<file path="src/rtl/hysteresis_level_qualifier.sv">
// rtl/hysteresis_level_qualifier.sv - two-threshold comparator with minimum-hold debounce
//
// Purpose:
//   Turns a signed ADC sample stream into a clean binary level for the
//   downstream rising-edge pulse detector. A sample is "above" when
//   adc_q >= threshold_hi and "below" when adc_q <= threshold_lo. The level
//   switches only after M = max(min_hold, 1) consecutive qualifying samples.
//
// Ports:
//   clock         system clock, all logic on the rising edge
//   reset         synchronous, active-high reset
//   adc_in        signed ADC sample, one per clock (registered into adc_q)
//   threshold_hi  signed upper threshold
//   threshold_lo  signed lower threshold
//   min_hold      consecutive qualifying samples needed to switch (0 acts as 1)
//   enable        run enable; low forces the qualifier back to LOW
//   level_out     qualified level (1 in HIGH / QUAL_LOW)
//   config_error  registered flag, high while threshold_lo > threshold_hi
//   rise_count    number of LOW->HIGH transitions, wraps modulo 2^32

module hysteresis_level_qualifier #(
  parameter int DATA_WIDTH = 14,
  parameter int CNT_WIDTH  = 16
) (
  input  logic                  clock,
  input  logic                  reset,
  input  logic [DATA_WIDTH-1:0] adc_in,
  input  logic [DATA_WIDTH-1:0] threshold_hi,
  input  logic [DATA_WIDTH-1:0] threshold_lo,
  input  logic [CNT_WIDTH-1:0]  min_hold,
  input  logic                  enable,
  output logic                  level_out,
  output logic                  config_error,
  output logic [31:0]           rise_count
);

  typedef enum logic [1:0] {
    S_LOW       = 2'd0,
    S_QUAL_HIGH = 2'd1,
    S_HIGH      = 2'd2,
    S_QUAL_LOW  = 2'd3
  } state_t;

  localparam logic [CNT_WIDTH-1:0] CNT_ONE = CNT_WIDTH'(1);

  state_t                 state_q, state_d;
  logic [CNT_WIDTH-1:0]   hold_q, hold_d;
  logic [DATA_WIDTH-1:0]  adc_q;
  logic                   cfg_err_q;
  logic                   level_q;
  logic [31:0]            rise_q;

  logic [CNT_WIDTH-1:0]   m_eff;
  logic [CNT_WIDTH-1:0]   hold_inc;
  logic                   m_is_one;
  logic                   hold_done;
  logic                   above;
  logic                   below;
  logic                   run;
  logic                   rise_evt;

  always_comb begin
    m_eff     = (min_hold == '0) ? CNT_ONE : min_hold;
    m_is_one  = (m_eff == CNT_ONE);
    // Saturating increment; a saturated count is >= any M, so a shrunken
    // min_hold still completes on the next qualifying sample.
    hold_inc  = (hold_q == '1) ? hold_q : hold_q + CNT_ONE;
    hold_done = (hold_inc >= m_eff);
    above     = ($signed(adc_q) >= $signed(threshold_hi));
    below     = ($signed(adc_q) <= $signed(threshold_lo));
    // The registered config flag gates the FSM exactly like enable=0.
    run       = enable && !cfg_err_q;

    state_d = state_q;
    hold_d  = hold_q;

    if (!run) begin
      state_d = S_LOW;
      hold_d  = '0;
    end else begin
      case (state_q)
        S_LOW: begin
          if (above) begin
            hold_d  = CNT_ONE;
            state_d = m_is_one ? S_HIGH : S_QUAL_HIGH;
          end else begin
            hold_d  = '0;
          end
        end
        S_QUAL_HIGH: begin
          if (!above) begin
            state_d = S_LOW;
            hold_d  = '0;
          end else if (hold_done) begin
            state_d = S_HIGH;
            hold_d  = '0;
          end else begin
            hold_d  = hold_inc;
          end
        end
        S_HIGH: begin
          if (below) begin
            hold_d  = CNT_ONE;
            state_d = m_is_one ? S_LOW : S_QUAL_LOW;
          end else begin
            hold_d  = '0;
          end
        end
        S_QUAL_LOW: begin
          if (!below) begin
            state_d = S_HIGH;
            hold_d  = '0;
          end else if (hold_done) begin
            state_d = S_LOW;
            hold_d  = '0;
          end else begin
            hold_d  = hold_inc;
          end
        end
        default: begin
          state_d = S_LOW;
          hold_d  = '0;
        end
      endcase
    end

    // Only genuine rises count; QUAL_LOW->HIGH is an aborted fall.
    rise_evt = (state_d == S_HIGH) &&
               ((state_q == S_LOW) || (state_q == S_QUAL_HIGH));
  end

  always_ff @(posedge clock) begin
    if (reset) begin
      state_q   <= S_LOW;
      hold_q    <= '0;
      adc_q     <= '0;
      cfg_err_q <= 1'b0;
      level_q   <= 1'b0;
      rise_q    <= 32'd0;
    end else begin
      state_q   <= state_d;
      hold_q    <= hold_d;
      adc_q     <= adc_in;
      cfg_err_q <= ($signed(threshold_lo) > $signed(threshold_hi));
      level_q   <= (state_d == S_HIGH) || (state_d == S_QUAL_LOW);
      if (rise_evt) begin
        rise_q <= rise_q + 32'd1;
      end
    end
  end

  assign level_out    = level_q;
  assign config_error = cfg_err_q;
  assign rise_count   = rise_q;

endmodule
</file>
<file path="config.mk">
export PLATFORM = sky130hd
export DESIGN_NAME = hysteresis_level_qualifier
export DESIGN_NICKNAME = d
export VERILOG_FILES = /design/src/rtl/hysteresis_level_qualifier.sv
export SDC_FILE = /design/constraint.sdc
export NUM_CORES = 1
export LEC_CHECK = 0
export ABC_AREA = 1
export BUFFER_PORTS_ARGS = -buffer_cell sky130_fd_sc_hd__buf_2
export CAP_MARGIN = 20
export CORE_MARGIN = 5
export CORE_UTILIZATION = 40
export DETAILED_ROUTE_END_ITERATION = 8
export PLACE_DENSITY_LB_ADDON = 0.05
export SLEW_MARGIN = 20
export SYNTH_ARGS = -nofsm -noshare
export SYNTH_HDL_FRONTEND = slang
export SYNTH_SLANG_ARGS = --single-unit
</file>
<file path="constraint.sdc">
create_clock -name clock -period 3.7 [get_ports clock]
set_input_delay 0.555 -clock clock [delete_from_list [all_inputs] [get_ports clock]]
set_output_delay 0.555 -clock clock [all_outputs]
set_load 0.1 [all_outputs]
</file>
# Word-level counts from Yosys, hierarchy flattened

Cells that the tools add are included.

Bitwise operators: 1
Multiplexer cells: 18
Magnitude comparators: 4
Reductions and logical operators: 8
Add/sub/neg operators: 2
Equality and inequality tests: 7

Operators with widths:

| kind                    | count |
|---|---|
| $mux W16                | 5 |
| $pmux W16 S4            | 1 |
| $add A32 B1 Y32 const B | 1 |
| $mux W2                 | 9 |
| $add A16 B1 Y16 const B | 1 |
| $eq A16 B1 Y1 const B   | 1 |
| $eq A16 B16 Y1 const B  | 1 |
| $ge A16 B16 Y1          | 1 |
| $logic_not A16 Y1       | 1 |
| $ge A14 B14 Y1          | 1 |
| $gt A14 B14 Y1          | 1 |
| $le A14 B14 Y1          | 1 |
| $eq A2 B2 Y1 const B    | 4 |
| $pmux W2 S4             | 1 |
| $eq A2 B1 Y1 const B    | 1 |
| $logic_and A1 B1 Y1     | 2 |
| $logic_not A2 Y1        | 1 |
| $logic_or A1 B1 Y1      | 2 |
| $mux W1                 | 2 |
| $reduce_or A2 Y1        | 1 |
| $logic_not A1 Y1        | 1 |
| $not A1 Y1              | 1 |

Register bits: 66
Output and inout port bits: 34
Word-level logic and storage cells: 46

# Longest topological paths before layout

Gate-level depths: netlist of the first run.

Word-level depth: 9
Gate-level depth with buffers: 28

# Least setup slack after synthesis of the first run

Ideal clock, no wire load.

Kind: reg2reg
Start: register hold_q[0]
End: register rise_q[25], in the netlist rise_count[25]
Library setup time: 0.132 ns
Required time: 3.568 ns
Arrival time: 3.157 ns
Buffers on the path: 1
Stages on the path, launching flop included: 27
Period minus slack after synthesis: 3.290 ns
Slack: 0.410 ns
Cell sequence: dfxtp_1 ha_1 nand3_1 nor2_1 nand3_1 nor2_2 inv_1 nor3_2 nand2_1 nand3_1 nor2_1 xor2_1 inv_1 ha_1 a21oi_1 nor2_1 nor3_1 nand2_1 nand2_1 nand2_1 nand2_1 nand2_1 nand3_4 nand3_4 buf_6 nand2_1 a21oi_1

Word-level cells in the longest chain between the ends: 9
Elaborated cells between the ends (all ways): 12
Classes of those cells: add/sub (1); order compare (1); eq/ne (2); mux (7); reduce/logical (1)

Ends and longest elaborated chain:

| what                                                     | line    | RTL |
|---|---|---|
| start, declared                                          | 47      | `logic [CNT_WIDTH-1:0] hold_q, hold_d;` |
| start signal, assigned                                   | 142     | `hold_q <= hold_d;` |
| $add A16 B1 Y16 / $eq A16 B16 Y1 (equally long branches) | 67      | `hold_inc = (hold_q == '1) ? hold_q : hold_q + CNT_ONE;` |
| $mux W16 *                                               | 67      |  |
| $ge A16 B16 Y1 *                                         | 68      | `hold_done = (hold_inc >= m_eff);` |
| $mux W2, on equally long branches                        | 113, 94 |  |
| $mux W2, on equally long branches                        | 110, 91 |  |
| $pmux W2 S4 *                                            | 81      | `case (state_q)` |
| $mux W2 *                                                | 77      | `if (!run) begin` |
| $eq A2 B2 Y1 *                                           | 128     | `rise_evt = (state_d == S_HIGH) &&` |
| $logic_and A1 B1 Y1 *                                    | 128     |  |
| end signal, assigned                                     | 147     | `rise_q <= rise_q + 32'd1;` |
| end, declared                                            | 51      | `logic [31:0] rise_q;` |

Every way passes the cells marked *; elsewhere a longest branch is shown, timed or not.
A chain may end at the register's enable or synchronous reset.

# Worst setup path in the final report of the first run

Start: register hold_q[1]
End: register rise_q[14], in the netlist rise_count[14]

The elaborated chain is that of the path after synthesis.

==> results.md, run 1 <==
- Status: complete, no violations
- Mapped Area: 5150 sq um
- Register area share after synthesis: 25.7%
- Slew headroom: 46.6%
- H-tree levels: 3
- DPL Wire Length: 10600 microns
- Tightest Pin Transition: 799 ps
- Area grow syn2layout: 23.1%
- Gr usage total: 18.8%
- Core Rows: 41
- Global route total overflow: 0
- Inserted Diodes: 0
- Port buffer count: 94
- Worst Hold Class: input pin to flip-flop
- DRT iter0 DRCs: 250
- Clk slew on worst S/H paths: 50 ps
- Die H: 123 microns
- Final Hold Slack: 423 ps
- Vias in the first global route: 4936
- Lkg Pwr: 3.11 nW
- ANT nets after route: 0
- Worst EP required: 3890 ps
- Final instance area: 6330 sq um
- Final setup vio count: 0
- DRC violations left: 0
- Max cap viols: 0
- Period utilization: 93.0%
- Starting Density: 40.8%
- Pwr Total: 1.80 mW
- Unrepaired setup endpoints after global routing: true
- Startpoint types: flip-flop
- Maximum vdd ir drop: 173 uV
- Vias: 5188
- Peak Freq: 291 MHz
- First-pass DRT Iterations: 4
- Clock skew: 6.40 ps
- Top-level I/O count: 95
- Routability cong.: 0.882
- Initial antenna violation count: 0
- Mean Syn Cell Area: 6.72 sq um
- Crit path DAT: 3630 ps
- Clock Sinks: 66
- Routed WL: 14400 microns
- Final nets: 990
- Routed wire length per instance: 13.7 microns
- Core area: 12600 sq um
- Largest net degree at the start of global routing: 50
- Crit Path Max Fanout: 8
- Pwr dens: 284 nW/um^2
- Share of cells above drive strength 1: 19.7%
- Seq cells post-synth: 66
- Max Slew Vio Count: 0
- Die area: 15200 sq um
- Placement Cell Area: 5770 sq um
- Synth Net Count: 887
- CP Class: flip-flop to flip-flop
- Num CTS Buffers: 9
- Post-synthesis cell type count: 34
- Chip Width: 123 microns
- Clock Latency Late Sink: 330 ps
- CTS tree: built
- Vias/cell: 4.96
- Final hold vios: 0
- Root Buffer: clkbuf_16
- Max Root-Sink Buffers: 2
- Crit path capture type: flip-flop
- First-pass GRT wire length: 23000 microns
- Tmin final: 3440 ps
- Synth warnings: 0
- Post-Syn Instances: 766
[per-stage QoR]
stage          setup TNS, ps  instances  setup slack (ps)  util, %
5_1_grt                 -539       1046             -59.5     50.2
6_report                   0       1046               258     50.2
2_1_floorplan              0        766               410        -
4_1_cts                    0       1040              3.93     48.1
3_5_place_dp           -1820       1023             -72.7     45.7
3_3_place_gp            -187       1023             -8.56     45.7
[power by group]
| part | leakage [nW] | switching [mW] | internal, mW |
|---|---|---|---|
| combinational | 2.42 | 0.156 | 0.101 |
| sequential | 0.538 | 0.00743 | 0.722 |
| clock | 0.143 | 0.304 | 0.506 |
[routing by layer]
| layer | wire [microns] | track usage, % | part of all wire (%) |
|---|---|---|---|
| met5 | 0 | 0 | 0 |
| met4 | 211 | 6.44 | 1.5 |
| met1 | 7080 | 25.8 | 49 |
| met2 | 6480 | 30.0 | 45 |
| met3 | 601 | 3.11 | 4.2 |
[worst paths after layout]
| path | startpoint | cells after the start | slack (ps) | end |
|---|---|---|---|---|
| hold / removal | adc_in[7] | 3 | 420 | adc_q[7]$_SDFF_PP0_ |
| setup / recovery | hold_q[1]$_SDFF_PP0_ | 18 | 260 | rise_count[14]$_SDFFE_PP0P_ |
| setup reg to reg | hold_q[1]$_SDFF_PP0_ | 18 | 260 | rise_count[14]$_SDFFE_PP0P_ |
| hold reg to reg | rise_count[31]$_SDFFE_PP0P_ | 2 | 500 | rise_count[31]$_SDFFE_PP0P_ |
[synth_stat cells, drive strengths merged]
cell    instances  area (sq um)
a21boi          2          15.0
xor2           27           236
xnor2           9          78.8
o21ai           8          40.0
nor3           18          95.1
a221oi          1          8.76
o21bai          2          15.0
inv           137           514
nand2         170           643
nand3          33           200
ha             60           751
nand4          44           275
buf            13           129
a31o            1          8.76
nor2           87           342
o211ai          1          7.51
clkbuf          6          22.5
nor4           17           106
o21a            1          7.51
clkinv          1          3.75
dfxtp          66          1320
a21oi          62           325
[repair_timing]
action / in CTS / in global routing
hold buffers: 0 / 0
resized for setup: 3 / 40
buffers inserted: 0 / 1
endpoints found under the setup margin: 32 / 50
pin swaps: 0 / 14
endpoints found under the hold margin: 0 / 0
gates cloned: 1 / 5
[state kept, by name, summed over array words and instances, names as in the netlist]
signal        cells
rise_count       32
hold_q           16
adc_q            14
state_q           2
config_error      1
level_out         1
[cell type report]
class / count / area (sq um)
fill: 1326 / 6280
timing repair buffer: 108 / 627
inverter: 138 / 518
clock buffer: 14 / 274
sequential: 66 / 1330
clock inverter: 2 / 10.0
multi-input combinational: 546 / 3360
tap: 172 / 215
[logic make-up (layout without fill, tap and decap cells)]
logic type / after synthesis / after routing / synth area share [%]
XOR/XNOR: 36 / 36 / 6.13
flip-flops: 66 / 66 / 25.7
AND/OR/NAND/NOR: 369 / 372 / 32.3
buffers and inverters: 157 / 262 / 13.0
adder cells (fa/ha/maj): 60 / 60 / 14.6
AO/OA/AOI/OAI: 78 / 78 / 8.32
[critical path: stages (launching register included)]
cell,delay [ps]
dfxtp_4,360
ha_4,160
inv_1,40
nor3_1,280
nand4_1,190
nor4_2,210
nor4_1,90
xor2_1,180
inv_1,70
ha_1,310
a21oi_1,130
o21ai_0,100
a21oi_1,260
nand2_2,130
nand3_1,150
nand3_4,230
clkbuf_16,260
nand4_1,80
a21oi_1,70
[placed cells by master, fill, tap and decap left out, types with 7 or more instances in the layout]
cell | synthesis | final
nand2_2 | 2 | 16
o21ai_0 | 8 | 8
nor4_1 | 17 | 15
nor2_1 | 83 | 81
xnor2_1 | 9 | 9
nand4_1 | 44 | 44
dfxtp_1 | 66 | 63
nand3_1 | 29 | 25
clkbuf_16 | 0 | 11
ha_1 | 60 | 57
nor3_1 | 17 | 17
inv_1 | 136 | 135
nand2_1 | 168 | 154
buf_2 | 1 | 94
nand3_4 | 2 | 7
a21oi_1 | 60 | 57
buf_4 | 3 | 10
xor2_1 | 27 | 27
Note: power is estimated with default switching activity, not from simulation.
==> run 2, diff against run 1 <==
--- a/config.mk
+++ b/config.mk
@@ -8,6 +8,8 @@
 export ABC_AREA = 1
 export BUFFER_PORTS_ARGS = -buffer_cell sky130_fd_sc_hd__buf_2
 export CAP_MARGIN = 20
+export CELL_PAD_IN_SITES_DETAIL_PLACEMENT = 0
+export CELL_PAD_IN_SITES_GLOBAL_PLACEMENT = 1
 export CORE_MARGIN = 5
 export CORE_UTILIZATION = 40
 export DETAILED_ROUTE_END_ITERATION = 8
==> run 2 against run 1 <==
Effect of this change:
- core utilization shrank 1.0 points
- via count decreased by 0.89%
- sequential share of layout area grew 0.33 points
- wire length increased by 0.81%
- final cell count is the same
- global-route usage is 0.13 points higher
- critical endpoint is now rise_count[24]$_SDFFE_PP0P_
- highest routed layer unchanged
==> results.md, run 2 (synthesis gave the netlist of run 1 again) <==
- Global route total overflow: 0
- CTS tree: built
- Setup_tns: 0 ps
- Status: complete, no violations
- H-tree levels: 3
- Max reg flops: 32
- Clock Power Share: 43.1%
- DRT iter0 DRCs: 247
- Gr usage total: 19.0%
- Final setup vio count: 0
- Period utilization: 93.3%
- Sequential share of power: 42.1%
- Port buffer count: 94
- ANT nets after route: 0
- Initial antenna violation count: 0
- DPL Wire Length: 11100 microns
- Worst Hold Class: input pin to flip-flop
- Lkg Pwr: 3.09 nW
- First-pass DRT Iterations: 4
- Max Slew Vio Count: 0
- Commonest non-fill, non-tap cell in the layout: nand2_1
- Crit Path Max Fanout: 8
- Fin cells: 1046
- R2R setup slack: 250 ps
- P_sw: 0.468 mW
- Final hold vios: 0
- Clock Latency Late Sink: 330 ps
- First-pass GRT wire length: 22900 microns
- Max Root-Sink Buffers: 2
- Core area: 12600 sq um
- Vias: 5142
- Root Buffer: clkbuf_16
- Commonest non-fill, non-tap cells in the layout: nand2_1, inv_1, buf_2
- Place WS: 91.0 ps
- Chip Width: 123 microns
- FF-to-FF Start: hold_q[1]$_SDFF_PP0_
- Final nets: 991
- Startpoint types: flip-flop
- Vias/cell: 4.92
- Top-level I/O count: 95
- Crit path DAT: 3640 ps
- Routability cong.: 0.919
- Inserted Diodes: 0
- Tightest Pin Transition: 594 ps
- DRC violations left: 0
- Die H: 123 microns
- Internal power consumption: 1.27 mW
- Peak Freq: 290 MHz
- Pwr dens: 280 nW/um^2
- Die area: 15200 sq um
- Pwr Total: 1.74 mW
- CP startpoint: hold_q[1]$_SDFF_PP0_
- Largest net degree at the start of global routing: 35
- Worst EP required: 3890 ps
- Clk slew on worst S/H paths: 50 ps
- Num CTS Buffers: 9
- Max cap viols: 0
- Core Rows: 41
- Cells after DPL: 1023
- Slew headroom: 60.4%
- Logic pwr share: 14.8%
- Area grow syn2layout: 20.6%
- Hold_sp: adc_in[4]
- Starting Density: 40.8%
- CP Class: flip-flop to flip-flop
- Switch share: 27.0%
- Clock skew: 6.86 ps
- Final WS setup: 248 ps
- Share of cells above drive strength 1: 17.4%
- Clock Sinks: 66
- Routed wire length per instance: 13.8 microns
- Maximum vdd ir drop: 256 uV
- Tmin final: 3450 ps
- Routed WL: 14500 microns
- Crit path capture type: flip-flop
- Core Util, Final: 49.2%
- Vias in the first global route: 4984
run 2: changes by cell type in the layout (fill, tap and decap cells not counted), sizes merged:
cell	change
clkbuf	-4
clkinv	+2
buf	+2
run 2: layer usage:
layer,share of wire [%],vias up,global-route usage (%)
li1,-,2701,-
met1,45,2338,23.7
met2,49,88,32.7
met3,4.4,15,4.62
met4,1.4,0,4.64
met5,0,-,0
run 2: metrics by stage:
step	area, sq um	hold slack, ps
floorplan	5150	519
global placement	5760	473
detailed placement	5760	494
CTS	6010	410
global route	6210	425
finish	6210	422
run 2: final timing paths:
| check | endpoint | cells after the start |
|---|---|---|
| max | rise_count[24]$_SDFFE_PP0P_ | 22 |
| min | adc_q[4]$_SDFF_PP0_ | 3 |
| max reg2reg | rise_count[24]$_SDFFE_PP0P_ | 22 |
| min reg2reg | rise_count[31]$_SDFFE_PP0P_ | 2 |
run 2: power groups by stage:
stage	sequential, mW	combinational [mW]	clock, mW
after floorplan	0.756	0.155	0
after detailed placement	0.745	0.244	0
final	0.730	0.256	0.749
after global routing	0.731	0.296	0.808
after global placement	0.745	0.235	0
after CTS	0.729	0.245	0.782
run 2: area by class of cell:
class | count | area [sq um]
Tap cell | 172 | 215
Inverter | 138 | 518
Multi-Input combinational cell | 546 | 3270
Fill cell | 1362 | 6410
Clock inverter | 4 | 20.0
Sequential cell | 66 | 1320
Timing Repair Buffer | 109 | 626
Clock buffer | 11 | 233
run 2: timing repair:
item / in CTS / in global routing
hold buffers: 0 / 0
setup endpoints to repair: 0 / 47
buffers inserted: 0 / 4
gates resized for setup: 0 / 23
run 2: critical path, cell delays in order (launching register included):
cell and delay, ps:
dfxtp_2 360, ha_4 150, nand3_1 100, nor2_2 140, nand3_1 110, nor2_2 140
inv_1 70, nor3_4 180, buf_4 140, buf_4 90, a21oi_1 50, a21oi_1 230
ha_1 290, nand2_1 80, o21ai_0 100, a21oi_1 210, nand2_1 140, nand2_1 80
nand2_1 80, nand3_4 200, nand3_4 210, nand2_1 110, a21oi_1 60
